[src/rtl/param_load_ctrl.sv]
// Parameter loader: streams count words from a synchronous-read parameter memory
// into consecutive mux select codes starting at FIRST_SEL.
module param_load_ctrl #(
  parameter int unsigned FIRST_SEL = 25,
  parameter int unsigned MAX_LINES = 16
) (
  input  logic               clk,
  input  logic               rst_n,
  input  logic               start,
  input  logic [6:0]         base_addr,
  input  logic [4:0]         count,
  input  logic signed [31:0] mem_rdata,
  output logic [6:0]         mem_raddr,
  output logic               mem_ren,
  output logic               mux_en,
  output logic [6:0]         mux_addr,
  output logic signed [31:0] mux_din,
  output logic               busy,
  output logic               done,
  output logic               err
);

  typedef enum logic [2:0] {
    S_IDLE,
    S_PRIME,
    S_ISSUE,
    S_FLUSH,
    S_DONE
  } state_e;

  localparam logic [6:0] FIRST_SEL_C = 7'(FIRST_SEL);
  localparam logic [4:0] MAX_CNT_C   = 5'(MAX_LINES);

  state_e     state_q, state_d;
  logic [6:0] base_q, base_d;
  logic [4:0] cnt_q, cnt_d;
  logic [4:0] idx_q, idx_d;
  logic       err_q, err_d;

  always_ff @(posedge clk or negedge rst_n) begin
    if (!rst_n) begin
      state_q <= S_IDLE;
      base_q  <= '0;
      cnt_q   <= '0;
      idx_q   <= '0;
      err_q   <= 1'b0;
    end else begin
      state_q <= state_d;
      base_q  <= base_d;
      cnt_q   <= cnt_d;
      idx_q   <= idx_d;
      err_q   <= err_d;
    end
  end

  always_comb begin
    state_d   = state_q;
    base_d    = base_q;
    cnt_d     = cnt_q;
    idx_d     = idx_q;
    err_d     = 1'b0;
    mux_en    = 1'b1;
    mem_ren   = 1'b0;
    mux_addr  = '0;
    mem_raddr = '0;
    busy      = 1'b0;
    done      = 1'b0;

    case (state_q)
      S_IDLE: begin
        if (start) begin
          if (count != '0 && count <= MAX_CNT_C) begin
            base_d  = base_addr;
            cnt_d   = count;
            idx_d   = '0;
            state_d = S_PRIME;
          end else begin
            err_d = 1'b1;
          end
        end
      end
      // Select 0 during PRIME/FLUSH steers the stale/edge-pair write into the mux default sink.
      S_PRIME: begin
        mux_en  = 1'b0;
        busy    = 1'b1;
        state_d = S_ISSUE;
      end
      S_ISSUE: begin
        mux_en    = 1'b0;
        busy      = 1'b1;
        mem_ren   = 1'b1;
        mux_addr  = FIRST_SEL_C + {2'b00, idx_q};
        mem_raddr = base_q + {2'b00, idx_q};
        if (idx_q == cnt_q - 5'd1) begin
          state_d = S_FLUSH;
        end else begin
          idx_d = idx_q + 5'd1;
        end
      end
      S_FLUSH: begin
        mux_en  = 1'b0;
        busy    = 1'b1;
        state_d = S_DONE;
      end
      S_DONE: begin
        done    = 1'b1;
        state_d = S_IDLE;
      end
      default: state_d = S_IDLE;
    endcase
  end

  assign mux_din = mem_rdata;
  assign err     = err_q;

endmodule
[config.mk]
export PLATFORM = sky130hd
export DESIGN_NAME = param_load_ctrl
export DESIGN_NICKNAME = d
export VERILOG_FILES = /design/src/rtl/param_load_ctrl.sv
export SDC_FILE = /design/constraint.sdc
export NUM_CORES = 1
export LEC_CHECK = 0
export ABC_AREA = 1
export BUFFER_PORTS_ARGS = -buffer_cell sky130_fd_sc_hd__buf_2
export CAP_MARGIN = 5
export CORE_MARGIN = 2
export CORE_UTILIZATION = 35
export DETAILED_ROUTE_END_ITERATION = 10
export GPL_TIMING_DRIVEN = 0
export HOLD_SLACK_MARGIN = 0.05
export PLACE_DENSITY = 0.68
export RECOVER_POWER = 25
export SLEW_MARGIN = 5
export SYNTH_ARGS = -nofsm -noshare
export SYNTH_HDL_FRONTEND = slang
export SYNTH_SLANG_ARGS = --single-unit
[constraint.sdc]
create_clock -name clk -period 1.9 [get_ports clk]
set_input_delay 0.38 -clock clk [delete_from_list [all_inputs] [get_ports clk]]
set_output_delay 0.38 -clock clk [all_outputs]
set_load 0.03 [all_outputs]
* Word level (Yosys, flattened, before mapping) *
Index checks and enable logic that the tools add are counted.

storage, ports and cells
  flip-flop bits (word level) = 21
  input port bits = 47
  word-level logic and storage cells = 44

operators by class
  add/sub/neg operators = 4
  $lt $le $gt $ge = 1
  equality and inequality tests = 9
  muxes and demuxes = 17
  reductions and logical operators = 8

operators by type and width
  cell                                               number
  2-to-1 mux 5 bit                                   3
  one-hot mux 3 bit (4 select lines)                 1
  one-hot mux 5 bit (2 select lines)                 1
  2-to-1 mux 3 bit                                   3
  inequality test 2 bit (second input constant)      4
  adder 7 x 5 -> 7 bit                               1
  2-to-1 mux 1 bit                                   7
  2-to-1 mux 7 bit                                   1
  adder 5 x 5 -> 6 bit (first input constant)        1
  == test 3 x 2 -> 1 bit (second input constant)     2
  2-to-1 mux 6 bit                                   1
  AND reduction 3 bit                                2
  adder 5 x 1 -> 5 bit (second input constant)       1
  == test 5 bit                                      1
  <= comparator 5 bit (second input constant)        1
  nonzero test 5 bit                                 1
  subtractor 5 x 1 -> 5 bit (second input constant)  1
  AND reduction 4 bit                                1
  == test 3 x 1 -> 1 bit (second input constant)     1
  == test 3 bit (second input constant)              1
  zero test 3 bit                                    1
  OR reduction 3 bit                                 1
  nonzero test 2 bit                                 1
  logical AND 1 bit                                  1

* Depth between registers and ports, before layout *
  depth after elaboration = 5
  depth in mapped cells = 12

* Worst setup path after synthesis *
No wires, ideal clock.

  path kind = register -> output
  from = register idx_q[0]
  to = output mem_raddr[6]
  arrival = 2,071 ps
  required time = 1,520 ps
  path slack = -551 ps
  stages on the path, launching flop included = 11
  path buffers = 0
  cells stage by stage = dfrtp_1 > ha_1 > inv_1 > fa_1 > inv_1 > nand3_1 > nand2_1 > nand2_1 > nand2_1 > a21oi_1 > nor3_1

on the way
  word-level cells in the longest chain between the ends = 2

ends and longest elaborated chain
  element                 line  text
  from (decl)             37    logic [4:0] idx_q, idx_d;
  from (signal assigned)  51    idx_q <= idx_d;
  adder 7 x 5 -> 7 bit    93    mem_raddr = base_q + {2'b00, idx_q};
  2-to-1 mux 7 bit        69    case (state_q)
  to (decl)               13    output logic [6:0] mem_raddr,

No other way between the ends.

* Worst setup path after layout *
Same ends and word-level chain as after synthesis.

==> flow_metrics.env <==
export IMPL_yosysMostFrequentCell="nand2_1"
export IMPL_max_vdd_ir_drop_uv=985
export IMPL_worst_pin_slew_ns=1.16
export IMPL_drcViolationCount=0
export IMPL_place_area_um2=2190
export IMPL_grt_setup_unrepaired="yes"
export IMPL_drt_iter0_drc=27
export IMPL_final_setup_skew_ns=0.00378
export IMPL_p_per_area_nw_per_um2=1390
export IMPL_place_congestion=0.794
export IMPL_start_util_pct=36.5
export IMPL_ios=98
export IMPL_cp_start_kind="flop"
export IMPL_min_period_over_period_pct=119
export IMPL_r2r_slack_ns=0.10
export IMPL_reg2reg_depth=13
export IMPL_timing_rr_end="idx_q[4]"
export IMPL_multi_input_area_um2=965
export IMPL_synth_cells=239
export IMPL_timing_slew_headroom_pct=22.7
export IMPL_rows=25
export IMPL_cts_buffer_depth=2
export IMPL_synth_edf_count=0
export IMPL_cts_root_buf="clkbuf_8"
export IMPL_hold_class="in2async"
export IMPL_synth_ff_type="dfrtp_1"
export IMPL_regArea_um2=532
export IMPL_ys_ff_latch=21
export IMPL_cts_htree_levels=1
export IMPL_cp_required_ns=1.52
export IMPL_ant_nets=0
export IMPL_crit_fanout=2
export IMPL_vias=1706
export IMPL_synth_top_area_share_pct=30.3
export IMPL_synthTopCellsByCount="55 x nand2_1, 36 x buf_4, 29 x inv_1"
export IMPL_syn_nets=294
export IMPL_maxCapViolations=0
export IMPL_cts_sinks=21
export IMPL_syn_avg_cell_area_um2=7.26
export IMPL_drive_gt1_share_pct=58.7
export IMPL_wirelength_mm=4.30
export IMPL_die_y_um=74.4
export IMPL_ys_types=32
export IMPL_via_per_inst=4.28
export IMPL_period_minus_slack_ns=2.26
export IMPL_post_route_worst_setup_slack_ns=-0.363
export IMPL_n_antenna_cell=0
export IMPL_setup_violations=8
export IMPL_final_max_slew_violation_count=0
export IMPL_ys_warn_count=0
export IMPL_crit_path_end="mem_raddr[6]"
export IMPL_yosysSeqAreaShare_pct=30.3
export IMPL_cts_tree="built"
export IMPL_crit_arrival_ns=1.88
export IMPL_syn_to_final_growth_pct=54.3
export IMPL_syn_area_um2=1730
export IMPL_async_flop_share_pct=100
export IMPL_violations="negative setup slack"
export IMPL_grt_ovfl_total=0
export IMPL_final_hold_violation_count=0
export IMPL_antenna_found_initial=0
export IMPL_final_cell_area_um2=2680
export IMPL_clkTransAtPathRegs_ns=0.08
export IMPL_first_global_vias=1420
export IMPL_fmax_mhz=442
export IMPL_die_area_um2=5530
export IMPL_p_leak_nw=1.46
export IMPL_crit_path_end_kind="output pin"
export IMPL_r2r_start="idx_q[0]"
export IMPL_holdBufCountCts=0
export IMPL_post_drt_wl_per_cell_um=10.8
export IMPL_synth_top_cell_by_area="dfrtp_1"
export IMPL_finalNetCount=388
export IMPL_grt_start_max_net_pins=22
export IMPL_die_w_um=74.4
export IMPL_coreArea_um2=4750
export IMPL_dr_pass1_iters=4
export IMPL_ys_top_cells_by_area="dfrtp_1 30%, buf_4 16%, nand2_1 12%"
export IMPL_crit_type="reg2out"
export IMPL_port_buffers=64
export IMPL_startpoint="idx_q[0]"
export IMPL_cts_buffers=3
export IMPL_grt_pass1_wl_mm=6.15
export IMPL_dp_hpwl_mm=2.99
export IMPL_utilization_pct=56.3
export IMPL_power_total_mw=3.71
export IMPL_grt_usage_pct=14.7
export IMPL_status="finished, violations left"
export IMPL_clock_latency_ns=0.26
export IMPL_nFillCells=456
==> per-layer routing <==
layer	vias to the layer above	wire length [um]	GRT usage (%)
li1	891	-	-
met5	-	0	0
met4	0	53	5.95
met2	53	2240	26.0
met1	758	1780	18.3
met3	4	225	1.63
==> how the worst min path moves through the flow <==
stage	start	end	slack [ns]	cells past startpoint
detailed placement	rst_n	base_q[5]	0.37	1
floorplan	rst_n	base_q[0]	0.08	0
finish	rst_n	base_q[5]	0.32	1
global placement	rst_n	base_q[5]	0.36	1
CTS	rst_n	base_q[5]	0.08	1
global route	base_addr[4]	base_q[4]	0.34	3
==> timing repair <==
action,4_1_cts,5_1_grt
buffers inserted,17,12
gates cloned,0,0
gates resized for setup,53,27
endpoints found under the setup margin,11,19
pin swaps,21,23
==> cell usage in the layout, fill, tap and decap left out, drive strengths merged <==
master,synthesis,routed
nor3b,1,1
a31oi,1,1
buf,39,127
o21a,1,1
ha,7,7
clkbuf,0,5
a21oi,11,11
and3,1,1
nand4,1,1
o21bai,1,1
conb,1,1
nand3,14,14
nand2,57,57
fa,1,1
inv,38,38
a31o,1,1
nor2,22,22
nor3,3,3
xor2,2,2
o21ai,16,16
dfrtp,21,21
==> stage by stage <==
| step | setup slack (ns) | TNS [ns] | hold WS, ns | cells |
|---|---|---|---|---|
| after detailed placement | -0.396 | -0.711 | 0.373 | 370 |
| after global placement | -0.391 | -0.682 | 0.364 | 370 |
| after global routing | -0.450 | -2.14 | 0.341 | 399 |
| after floorplan | -0.211 | -0.431 | 0.0844 | 239 |
| final | -0.363 | -1.47 | 0.320 | 399 |
| after CTS | -0.392 | -2.28 | 0.0800 | 390 |
==> layout make-up <==
cell class,count,area share (%)
well taps,67,3.13
plain buffers,38,10.9
inverters,38,5.80
flip-flops and latches,21,19.9
repair buffers,90,22.6
clock buffers,4,1.68
multi-input cells,141,36.1
==> sequential cells by signal (all words and copies together), names as in the netlist <==
| register | cells |
|---|---|
| cnt_q | 5 |
| idx_q | 5 |
| base_q | 7 |
| err | 1 |
| state_q | 3 |
==> critical path: stages, from the launching register on <==
cell     delay [ns]
dfrtp_2        0.40
ha_4           0.16
inv_4          0.03
fa_2           0.32
inv_2          0.07
nand3_2        0.06
nand2_2        0.09
nand2_2        0.05
nand2_2        0.07
and3_4         0.18
nor3_4         0.04
buf_6          0.13
==> logic make-up (layout without fill, tap and decap cells) <==
family                   Yosys count  after routing  share of synthesized area (%)
buffers and inverters             77            170                           25.7
XOR/XNOR                           2              2                           1.44
other                              1              1                          0.216
flip-flops                        21             21                           30.3
AND/OR/NAND/NOR                   99             99                           26.0
AO/OA/AOI/OAI                     31             31                           10.2
adder cells (fa/ha/maj)            8              8                           6.20
==> power by group <==
part           leakage (nW)  internal, mW  switching [mW]
sequential            0.257         0.621           0.171
clock                0.0228         0.150           0.146
combinational          1.18          1.15            1.48
(Power assumes the default switching activity.)
